--- src/rtl/cla_pipe_addsub.sv ---
// Two-stage pipelined WIDTH-bit adder/subtractor built from 4-bit carry-lookahead groups.
// Stage 1 registers bit and group propagate/generate terms; stage 2 resolves carries and flags.
module cla_pipe_addsub #(
  parameter int WIDTH = 16
) (
  input  logic             clk_i,
  input  logic             reset_n_i,
  input  logic             in_valid_i,
  output logic             in_ready_o,
  input  logic [WIDTH-1:0] a_i,
  input  logic [WIDTH-1:0] b_i,
  input  logic             cin_i,
  input  logic             sub_i,
  output logic             out_valid_o,
  input  logic             out_ready_i,
  output logic [WIDTH-1:0] s_o,
  output logic             cout_o,
  output logic             v_o,
  output logic             z_o
);

  localparam int NG = WIDTH / 4;

  // Stage 1 state
  logic             s1_valid_q, s1_valid_d;
  logic [WIDTH-1:0] p_q, g_q;
  logic [NG-1:0]    gp_q, gg_q;
  logic             c0_q, amsb_q, bxmsb_q;

  // Stage 2 state
  logic             s2_valid_q, s2_valid_d;
  logic [WIDTH-1:0] s_q;
  logic             cout_q, v_q, z_q;

  // Handshake
  logic s2_free, advance, accept;

  assign s2_free    = ~s2_valid_q | out_ready_i;
  assign advance    = s1_valid_q & s2_free;
  assign in_ready_o = ~s1_valid_q | s2_free;
  assign accept     = in_valid_i & in_ready_o;

  // Stage 1 combinational terms
  logic [WIDTH-1:0] bx, p_d, g_d;
  logic [NG-1:0]    gp_d, gg_d;
  logic             c0_d;

  assign bx   = sub_i ? ~b_i : b_i;
  assign p_d  = a_i ^ bx;
  assign g_d  = a_i & bx;
  assign c0_d = sub_i | cin_i;

  generate
    for (genvar gi = 0; gi < NG; gi++) begin : g_grp_pg
      assign gp_d[gi] = &p_d[4*gi+3 -: 4];
      assign gg_d[gi] = g_d[4*gi+3]
                      | (p_d[4*gi+3] & g_d[4*gi+2])
                      | (p_d[4*gi+3] & p_d[4*gi+2] & g_d[4*gi+1])
                      | (p_d[4*gi+3] & p_d[4*gi+2] & p_d[4*gi+1] & g_d[4*gi]);
    end
  endgenerate

  // Second-level lookahead: each group carry is an independent sum of products over
  // all lower groups, so no carry depends on another group carry.
  logic [NG:0] gc;
  logic        sop, prod;

  always_comb begin
    gc    = '0;
    sop   = 1'b0;
    prod  = 1'b0;
    gc[0] = c0_q;
    for (int k = 0; k < NG; k++) begin
      sop = c0_q;
      for (int m = 0; m <= k; m++) sop = sop & gp_q[m];
      for (int j = 0; j <= k; j++) begin
        prod = gg_q[j];
        for (int m = j + 1; m <= k; m++) prod = prod & gp_q[m];
        sop = sop | prod;
      end
      gc[k+1] = sop;
    end
  end

  // In-group carries from registered p/g and the resolved group carry-in
  logic [WIDTH-1:0] cb;

  generate
    for (genvar gi = 0; gi < NG; gi++) begin : g_grp_carry
      assign cb[4*gi]   = gc[gi];
      assign cb[4*gi+1] = g_q[4*gi] | (p_q[4*gi] & gc[gi]);
      assign cb[4*gi+2] = g_q[4*gi+1]
                        | (p_q[4*gi+1] & g_q[4*gi])
                        | (p_q[4*gi+1] & p_q[4*gi] & gc[gi]);
      assign cb[4*gi+3] = g_q[4*gi+2]
                        | (p_q[4*gi+2] & g_q[4*gi+1])
                        | (p_q[4*gi+2] & p_q[4*gi+1] & g_q[4*gi])
                        | (p_q[4*gi+2] & p_q[4*gi+1] & p_q[4*gi] & gc[gi]);
    end
  endgenerate

  logic [WIDTH-1:0] s_d;
  logic             cout_d, v_d, z_d;

  assign s_d    = p_q ^ cb;
  assign cout_d = gc[NG];
  assign v_d    = (amsb_q == bxmsb_q) & (s_d[WIDTH-1] != amsb_q);
  assign z_d    = ~|s_d;

  // A beat moving into stage 2 keeps it valid even when the old result is consumed
  always_comb begin
    s1_valid_d = s1_valid_q;
    s2_valid_d = s2_valid_q;
    if (accept)       s1_valid_d = 1'b1;
    else if (advance) s1_valid_d = 1'b0;
    if (advance)          s2_valid_d = 1'b1;
    else if (out_ready_i) s2_valid_d = 1'b0;
  end

  always_ff @(posedge clk_i or negedge reset_n_i) begin
    if (!reset_n_i) begin
      s1_valid_q <= 1'b0;
      p_q        <= '0;
      g_q        <= '0;
      gp_q       <= '0;
      gg_q       <= '0;
      c0_q       <= 1'b0;
      amsb_q     <= 1'b0;
      bxmsb_q    <= 1'b0;
      s2_valid_q <= 1'b0;
      s_q        <= '0;
      cout_q     <= 1'b0;
      v_q        <= 1'b0;
      z_q        <= 1'b0;
    end else begin
      s1_valid_q <= s1_valid_d;
      s2_valid_q <= s2_valid_d;
      if (accept) begin
        p_q     <= p_d;
        g_q     <= g_d;
        gp_q    <= gp_d;
        gg_q    <= gg_d;
        c0_q    <= c0_d;
        amsb_q  <= a_i[WIDTH-1];
        bxmsb_q <= bx[WIDTH-1];
      end
      if (advance) begin
        s_q    <= s_d;
        cout_q <= cout_d;
        v_q    <= v_d;
        z_q    <= z_d;
      end
    end
  end

  assign out_valid_o = s2_valid_q;
  assign s_o         = s_q;
  assign cout_o      = cout_q;
  assign v_o         = v_q;
  assign z_o         = z_q;

endmodule

--- config.mk ---
export PLATFORM = sky130hd
export DESIGN_NAME = cla_pipe_addsub
export DESIGN_NICKNAME = d
export VERILOG_FILES = /design/src/rtl/cla_pipe_addsub.sv
export SDC_FILE = /design/constraint.sdc
export NUM_CORES = 1
export LEC_CHECK = 0
export BUFFER_PORTS_ARGS = -buffer_cell sky130_fd_sc_hd__clkbuf_2
export CORE_MARGIN = 4
export CORE_UTILIZATION = 55
export DETAILED_ROUTE_END_ITERATION = 10
export GPL_ROUTABILITY_DRIVEN = 1
export PLACE_DENSITY = 0.79
export SLEW_MARGIN = 30
export SYNTH_ARGS = -nofsm -noshare
export SYNTH_HDL_FRONTEND = slang
export SYNTH_SLANG_ARGS = --single-unit
--- constraint.sdc ---
create_clock -name clk_i -period 3.1 [get_ports clk_i]
set_input_delay 0.155 -clock clk_i [delete_from_list [all_inputs] [get_ports clk_i]]
set_output_delay 0.155 -clock clk_i [all_outputs]
set_load 0.005 [all_outputs]
==> qor.txt, run 1 <==
EDFF count, synth -> 0
Max Clock Freq -> 0.390 GHz
Commonest register cell after synthesis -> dfrtp_1
Number of port buffers -> 58
Nature of the critical path endpoint -> flip-flop
Drt pass-1 iters -> 4
WHS Endpoint -> s1_valid_q
Starting DRT DRC Count -> 54
I/O pin cnt -> 59
DRC viols -> 0
Combinational group share of total power -> 29.6%
All-Layer GR Usage -> 19.7%
Ant. Diodes -> 0
Worst Tran Pin Value -> 873 ps
Min Hold Slack -> 55.3 ps
CTS Sinks -> 60
Share of post-route cells with drive strength above 1 -> 38.6%
WP data arrival -> 2810 ps
Post-route minimum period -> 2560 ps
Avg Inst Size Synth -> 11.7 sq um
Max IR drop VDD -> 0.324 mV
Routed wire per std cell -> 15.2 um
Clock transition at the registers of the reported paths -> 60 ps
Cts bufs inserted -> 9
Vias -> 2225
Worst-path fanout max -> 6
Syn nets -> 323
Switching power total -> 0.000811 W
CTS tree -> built
Setup Skew -> 4.70 ps
H-tree levels -> 3
Vias in the first global route -> 2200
Worst r2r path cells -> 10
Power, Total -> 0.00256 W
GP Congestion -> 0.844
Clock root buffer master -> clkbuf_8
Longest Clk Path Bufs -> 2
Mapped Area -> 0.00311 sq mm
Row cnt -> 27
Die footprint -> 0.00692 sq mm
Slew HR -> 41.7%
First-pass GRT wire length -> 10700 um
DR vias/cell -> 5.51
Leak -> 1.79 nW
CP Launch Type -> flip-flop
Hpwl dp -> 4690 um
Core area -> 0.00551 sq mm
Power Internal -> 0.00175 W
MaxCap Viol Count -> 0
Cells on Worst Hold Path -> 2
FFs w/ async S/R, synth -> 100%
Area delta synth->final -> 17.9%
Seq/Total Area, Yosys -> 48.3%
Initial core utilization -> 56.4%
Final setup violating endpoints -> 0
PwrDens -> 699 mW/mm^2
Initial antenna violation count -> 0
RR Startpoint -> c0_q
Die width -> 83.2 um
Placed cell areas -> 0.00347 sq mm
WL final -> 6130 um
Design Area, Final -> 0.00366 sq mm
Die span in y -> 83.2 um
Outcome -> finished, final reports clean
Synth warn -> 0
Reg2Reg Setup Slack -> 540 ps
Nets@finish -> 386
Yosys cell types -> 38
# resized after CTS -> 0
Worst hold path startpoint -> in_valid_i
Sw frac -> 31.7%
Synthesized flop and latch total -> 60
Reg-to-reg endpoint -> z_o
Worst min-delay path class -> primary input to flip-flop
Final hold vios -> 0
CP Class -> flip-flop to flip-flop
Reg power frac -> 45.0%
Post-route ant nets -> 0
Fin crit share -> 82.7%
CP required -> 3350 ps
Slew Limit Fails -> 0
RSZ-0062 raised after global routing -> no
Worst skew pair latency -> 340 ps
Final TNS setup -> 0 ps
Largest net degree at the start of global routing -> 49
Gr ovfl total -> 0
Clk pwr share -> 25.4%
Mapped Cells -> 265
[repair_timing]
action	4_1_cts	5_1_grt
endpoints found under the setup margin	0	0
hold buffers	1	0
buffers inserted	0	0
endpoints found under the hold margin	10	0
[per-layer routing]
metal,global-route usage [%],up-vias,wire length [um]
met1,26.9,1069,2790
met2,28.8,55,2850
met3,6.15,12,364
met4,8.92,0,119
met5,0,-,0
li1,-,1089,-
[power groups by stage]
stage / sequential (W) / clock, W / combinational (W)
finish: 0.00115 / 0.000651 / 0.000757
CTS: 0.00115 / 0.000672 / 0.000765
floorplan: 0.00113 / 0 / 0.000485
global placement: 0.00115 / 0 / 0.000736
global route: 0.00118 / 0.000710 / 0.000849
detailed placement: 0.00117 / 0 / 0.000760
[kinds of logic (layout without fill, tap and decap cells)]
group,after synthesis,after routing,synth area share [%]
fa+ha+maj,20,20,8.05
mux,39,39,14.1
compound gates,51,51,11.5
flops,60,60,48.3
simple gates,57,57,8.78
xor+xnor,26,26,7.57
buf+inv,12,79,1.69
[through the flow]
| step | cells | util [%] | setup WS, ps |
|---|---|---|---|
| 2_1_floorplan | 265 | - | 809 |
| 3_3_place_gp | 388 | 62.9 | 658 |
| 3_5_place_dp | 388 | 62.9 | 532 |
| 4_1_cts | 404 | 66.5 | 515 |
| 5_1_grt | 404 | 66.5 | 322 |
| 6_report | 404 | 66.5 | 535 |
[final cells by class]
type                    instances  area (sq um)
fillers                       434          1840
inverters                       2          7.51
multi-input cells             193          1550
well taps                      72          90.1
flip-flops and latches         60          1500
clock inverters                 1          5.00
repair buffers                 62           323
clock buffers                  14           183
[synth_stat cells, types with 2 or more instances]
cell       n  area share, %
nor2_1    10            1.2
ha_1      20            8.1
nand4_1    7            1.4
nor3_1     2           0.32
a21oi_2    2           0.56
dfrtp_1   60             48
nand3_1    3           0.48
a211oi_2   2           0.81
o21ai_0   18            2.9
a21o_1    10            2.4
a21oi_1    8            1.3
nand3b_1   2           0.48
inv_1      2           0.24
clkbuf_1   4           0.48
mux2_2    39             14
nand2b_1   3           0.60
xor2_1    24            6.8
nand2_1   24            2.9
buf_2      6           0.97
[sequential cells by signal, summed over array words and instances (netlist names)]
signal,cells
c0_q,1
p_q,16
cout_o,1
amsb_q,1
gg_q,4
z_o,1
gp_q,4
s1_valid_q,1
out_valid_o,1
s_o,16
bxmsb_q,1
g_q,12
v_o,1
[worst max path at each step]
stage | slack, ps | startpoint | endpoint
detailed placement | 530 | c0_q | z_o
finish | 540 | c0_q | z_o
global route | 320 | c0_q | z_o
CTS | 520 | c0_q | z_o
floorplan | 810 | gp_q[0] | z_o
global placement | 660 | c0_q | z_o
[worst max-delay path: stages, from the launching register on]
cell and delay [ps]:
dfrtp_1 440, a211oi_2 290, nor2_2 120, a21oi_1 200, inv_1 80, ha_1 290, nor4_1 270, nand4_1 150
a2111oi_2 310, nand4_1 130, o31ai_1 190
[placed cells by master (no fill, tap or decap), types with 2 or more instances in the layout]
cell,Yosys,final
a21oi_2,2,2
xor2_1,24,24
a211oi_2,2,2
nand3b_1,2,2
clkbuf_8,0,13
nand4_1,7,7
a21o_1,10,10
nand3_1,3,3
nand2b_1,3,3
nor2_1,10,10
mux2_2,39,39
clkbuf_2,0,58
ha_1,20,20
o21ai_0,18,18
nand2_1,24,24
a21oi_1,8,8
dfrtp_1,60,60
buf_4,0,3
nor3_1,2,2
inv_1,2,2
No activity file was read; power rests on OpenSTA's default activity.
==> run 2: changes to the inputs <==
clock period = 2.5 ns   (was 3.1 ns; I/O delays follow)
==> run 2 against run 1 <==
  * Wire length down 0.55%
  * Combinational power grew 29%
  * Design area up 1.4%
  * Count of clock-buffer cells in the layout up 1
==> qor.txt, run 2 (same netlist as run 1, synthesis figures left out) <==
Longest Clk Path Bufs -> 2 (unchanged)
Worst skew pair latency -> 330 ps (about the same)
Nets@finish -> 389 (+0.78%)
Initial core utilization -> 56.4% (unchanged)
Clock transition at the registers of the reported paths -> 60 ps (about the same)
Number of port buffers -> 58 (unchanged)
H-tree levels -> 3 (unchanged)
Vias -> 2220 (-0.22%)
CP Class -> flip-flop to flip-flop
GP Congestion -> 0.826 (-2.1%)
Nature of the critical path endpoint -> flip-flop
Outcome -> finished, final reports clean
Final hold vios -> 0 (unchanged)
Largest net degree at the start of global routing -> 49 (unchanged)
Design Area, Final -> 0.00372 sq mm (+1.4%)
Multi-input gate area -> 0.00158 sq mm (+1.4%)
WP data arrival -> 2610 ps (-200 ps)
Final TNS setup -> 0 ps (unchanged)
Cts bufs inserted -> 9 (unchanged)
FF/Latch Area -> 0.00150 sq mm (about the same)
Hpwl dp -> 4550 um (-3.1%)
Min Hold Slack -> 19.0 ps (-36.3 ps)
CP required -> 2740 ps (-610 ps)
PwrDens -> 859 mW/mm^2 (+23%)
Post-route minimum period -> 2360 ps (-201 ps)
Core area -> 0.00551 sq mm (unchanged)
MaxCap Viol Count -> 0 (unchanged)
Max Clock Freq -> 0.423 GHz (+8.5%)
DR vias/cell -> 5.44 (-1.2%)
CTS tree -> built
Die width -> 83.2 um (unchanged)
Fill cells -> 425 (-2.1%)
All-Layer GR Usage -> 18.8% (-0.91 points)
Ant. Diodes -> 0 (unchanged)
Leak -> 1.81 nW (+1.0%)
Final setup violating endpoints -> 0 (unchanged)
Starting DRT DRC Count -> 95 (+76%)
Placed cell areas -> 0.00349 sq mm (+0.79%)
Share of post-route cells with drive strength above 1 -> 39.9% (+1.3 points)
Routed wire per std cell -> 14.9 um (-1.5%)
Setup Skew -> 5.92 ps (+1.22 ps)
Die span in y -> 83.2 um (unchanged)
Worst-path fanout max -> 4 (-2)
Fin crit share -> 94.5% (+12 points)
Worst Tran Pin Value -> 821 ps (-51.6 ps)
First-pass GRT wire length -> 10400 um (-2.7%)
CTS Sinks -> 60 (unchanged)
Initial antenna violation count -> 0 (unchanged)
Drt pass-1 iters -> 4 (unchanged)
Commonest non-fill, non-tap cell in the layout -> dfrtp_1
Gr ovfl total -> 0 (unchanged)
Clock root buffer master -> clkbuf_8
Die footprint -> 0.00692 sq mm (unchanged)
Vias in the first global route -> 2146 (-2.5%)
Worst min-delay path class -> primary input to flip-flop
Post-route ant nets -> 0 (unchanged)
I/O pin cnt -> 59 (unchanged)
DRC viols -> 0 (unchanged)
Slew HR -> 45.1% (+3.5 points)
RSZ-0062 raised after global routing -> no
Power, Total -> 0.00319 W (+25%)
Commonest cells after routing, fill and taps aside -> dfrtp_1 (59), clkbuf_2 (58), mux2_2 (39), xor2_1 (24), nand2_1 (24)
Slew Limit Fails -> 0 (unchanged)
Max IR drop VDD -> 0.386 mV (+19%)
Core Util, Final -> 67.5% (+0.95 points)
Row cnt -> 27 (unchanged)
Area delta synth->final -> 19.6%
CP Launch Type -> flip-flop
WL final -> 6090 um (-0.55%)
-- run 2: final cells by class --
class,instances,area share (%)
Tap cell,72,2.42
Inverter,2,0.202
Clock buffer,15,4.75
Multi-Input combinational cell,193,42.4
Clock inverter,1,0.135
Timing Repair Buffer,65,9.63
Sequential cell,60,40.4
-- run 2: through the flow --
step                setup WS (ps)  std cells
floorplan                     209        265
global placement             88.7        390
detailed placement           31.7        390
CTS                          18.9        407
global route                0.963        408
finish                        137        408
-- run 2: where the power goes --
| group | total [W] | internal [W] | switching [W] |
|---|---|---|---|
| clock network | 0.000784 | 0.000441 | 0.000343 |
| logic | 0.000974 | 0.000503 | 0.000471 |
| registers | 0.00143 | 0.00123 | 0.000204 |
-- run 2: final timing paths --
kind	from	to	slack [ps]	depth (start not counted)
setup / recovery	gg_q[0]	z_o	140	9
hold / removal	in_valid_i	s1_valid_q	20	2
setup reg to reg	gg_q[0]	z_o	140	9
hold reg to reg	s_o[10]	s_o[10]	480	1
max in group asynchronous	reset_n_i	gg_q[0]	1490	3
min in group asynchronous	reset_n_i	g_q[5]	390	2
-- run 2: worst max-delay path, cell delays in order, from the launching register on --
cell	delay [ps]
dfrtp_2	440
a211oi_4	270
nor2_2	90
buf_4	160
ha_1	310
nor4_2	270
nand4_1	140
a2111oi_2	290
nand4_1	150
o31ai_2	180
-- run 2: metal layers --
metal,global-route usage [%],part of all wire [%],up-vias
met3,4.66,6.2,11
met2,27.3,46,54
met4,8.47,2.0,0
met5,0,0,-
li1,-,-,1085
met1,26.6,46,1070
-- run 2: repair_timing --
action | CTS | global route
hold buffers | 1 | 0
endpoints found under the hold margin | 28 | 0
setup buffers | 0 | 1
endpoints found under the setup margin | 0 | 1
gates resized for setup | 0 | 5
==> run 3: changes to the inputs <==
CORE_UTILIZATION = 59   (was 55)
PLACE_DENSITY = 0.84   (was 0.79)
clock period = 2.8 ns   (was 2.5 ns; I/O delays follow)
==> run 3 against run 2 <==
  * Wire length is 0.33% lower
  * Global-route usage is 2.4 points higher
  * First-iteration DRC count is 12% higher
  * Count of clock-buffer cells in the layout is 2 lower
  * Flip-flop and latch count stayed put
  * Hold slack better by 25 ps
  * Clock skew is 1.2 ps lower
  * Largest cell class unchanged
  * Sequential power is 11% lower
  * Combinational power is 14% lower
==> qor.txt, run 3 (same netlist as run 1, synthesis figures left out) <==
Outcome -> finished, final reports clean
Final setup violating endpoints -> 0 (unchanged)
Dpl ws -> 270 ps (+238 ps)
Die width -> 80.6 um (-3.1%)
Design Area, Final -> 0.00363 sq mm (-2.2%)
Initial antenna violation count -> 0 (unchanged)
Clock root buffer master -> clkbuf_8
Gr ovfl total -> 0 (unchanged)
Die span in y -> 80.6 um (-3.1%)
Initial core utilization -> 60.9% (+4.4 points)
Commonest cells after routing, fill and taps aside -> dfrtp_1 (60), clkbuf_2 (58), mux2_2 (39), xor2_1 (24), nand2_1 (24)
Reg2Reg Setup Slack -> 260 ps (+120 ps)
GP Congestion -> 0.811 (-1.9%)
CP required -> 3030 ps (+290 ps)
Longest Clk Path Bufs -> 2 (unchanged)
Power Internal -> 0.00189 W (-13%)
Share of post-route cells with drive strength above 1 -> 38.1% (-1.8 points)
Switching power total -> 0.000886 W (-13%)
Row cnt -> 26 (-3.7%)
Worst Tran Pin Value -> 901 ps (+79.8 ps)
Final worst slack -> 257 ps (+120 ps)
Vias in the first global route -> 2211 (+3.0%)
Ant. Diodes -> 0 (unchanged)
Commonest non-fill, non-tap cell in the layout -> dfrtp_1
WP data arrival -> 2780 ps (+170 ps)
Sw frac -> 32.0% (+0.056 points)
DRC viols -> 0 (unchanged)
Slew Limit Fails -> 0 (unchanged)
Cts bufs inserted -> 9 (unchanged)
Slew HR -> 39.8% (-5.3 points)
Max Clock Freq -> 0.393 GHz (-7.1%)
I/O pin cnt -> 59 (unchanged)
All-Layer GR Usage -> 21.2% (+2.4 points)
Fill cells -> 396 (-6.8%)
Die footprint -> 0.00649 sq mm (-6.1%)
Core area -> 0.00511 sq mm (-7.2%)
Hpwl dp -> 4630 um (+1.8%)
Cells on Worst Hold Path -> 2 (unchanged)
Area delta synth->final -> 16.9%
Nets@finish -> 385 (-1.0%)
First-pass GRT wire length -> 10300 um (-0.79%)
MaxCap Viol Count -> 0 (unchanged)
CP Class -> flip-flop to flip-flop
Cell Chain, Critical Path -> a211oi_2 -> nor2_2 -> a21oi_1 -> inv_1 -> ha_1 -> nor4_1 -> nand4_1 -> a2111oi_2 -> nand4_1 -> o31ai_1
Worst r2r path cells -> 10 (+1)
Setup Skew -> 4.69 ps (-1.23 ps)
Final hold vios -> 0 (unchanged)
H-tree levels -> 3 (unchanged)
Placed cell areas -> 0.00346 sq mm (-1.1%)
Worst hold path startpoint -> in_valid_i
CTS Sinks -> 60 (unchanged)
Nature of the critical path endpoint -> flip-flop
Post-CTS Setup Bufs -> 0 (unchanged)
Fin crit share -> 90.8% (-3.7 points)
Drt pass-1 iters -> 4 (unchanged)
CP Launch Type -> flip-flop
Slowest-stage cell, CP -> dfrtp_1
Post-route ant nets -> 0 (unchanged)
CTS tree -> built
RR Startpoint -> c0_q
Clock transition at the registers of the reported paths -> 60 ps (about the same)
Final TNS setup -> 0 ps (unchanged)
Worst min-delay path class -> primary input to flip-flop
Worst path most repeated cell -> nand4_1
RSZ-0062 raised after global routing -> no
Starting DRT DRC Count -> 106 (+12%)
Routed wire per std cell -> 15.1 um (+1.4%)
Reg power frac -> 45.9% (+1.0 points)
Combinational group share of total power -> 30.2% (-0.3 points)
Max IR drop VDD -> 0.372 mV (-3.6%)
Worst path max stage delay -> 450 ps (about the same)
# resized after CTS -> 0 (unchanged)
Post-route minimum period -> 2540 ps (+180 ps)
Core Util, Final -> 71.2% (+3.7 points)
CTS Hold Bufs -> 1 (unchanged)
DR vias/cell -> 5.37 (-1.2%)
Worst-path fanout max -> 6 (+2)
Largest net degree at the start of global routing -> 49 (unchanged)
PwrDens -> 763 mW/mm^2 (-11%)
Clk pwr share -> 23.9% (-0.7 points)
Leak -> 1.78 nW (-1.8%)
Worst skew pair latency -> 330 ps (about the same)
WL final -> 6070 um (-0.33%)
WHS Endpoint -> s1_valid_q
Reg-to-reg endpoint -> z_o
Vias -> 2155 (-2.9%)
Number of port buffers -> 58 (unchanged)
[run 3: worst max-delay path by stage]
| stage | start | endpoint | slack, ps | depth (start not counted) |
|---|---|---|---|---|
| after global routing | c0_q | z_o | 100 | 10 |
| after global placement | c0_q | z_o | 370 | 10 |
| after CTS | gp_q[0] | z_o | 250 | 10 |
| after detailed placement | c0_q | z_o | 270 | 10 |
| final | c0_q | z_o | 260 | 10 |
| after floorplan | gp_q[0] | z_o | 510 | 10 |
[run 3: worst max-delay path, delay by kind of cell, from the launching register on]
family,cells,cell delay [ps]
buf+inv,1,80
compound gates,4,1010
simple gates,4,650
flops,1,450
fa+ha+maj,1,290
[run 3: power groups by stage]
stage / sequential [W] / combinational (W) / clock [W]
2_1_floorplan: 0.00125 / 0.000537 / 0
3_3_place_gp: 0.00127 / 0.000813 / 0
3_5_place_dp: 0.00129 / 0.000841 / 0
4_1_cts: 0.00127 / 0.000849 / 0.000673
5_1_grt: 0.00130 / 0.000937 / 0.000724
6_report: 0.00127 / 0.000837 / 0.000663
[run 3: area by class of cell]
cell class	count	area, sq um	share of cell area, %
clock inverters	2	10.0	0.275
repair buffers	61	315	8.67
inverters	2	7.51	0.207
flip-flops and latches	60	1500	41.3
well taps	70	87.6	2.41
clock buffers	13	159	4.37
multi-input cells	193	1550	42.8
[run 3: metal layers]
layer	track usage, %	routed length [um]	vias up
li1	-	-	1077
met1	27.8	2840	1014
met2	33.5	2830	55
met3	4.48	298	9
met4	9.80	109	0
met5	0	0	-
[run 3: stage by stage]
step,hold slack (ps),std cells,power (W)
6_report,44.3,401,0.00277
5_1_grt,31.1,401,0.00296
4_1_cts,30.2,401,0.00279
3_5_place_dp,86.9,385,0.00213
3_3_place_gp,77.8,385,0.00209
2_1_floorplan,-156,265,0.00179
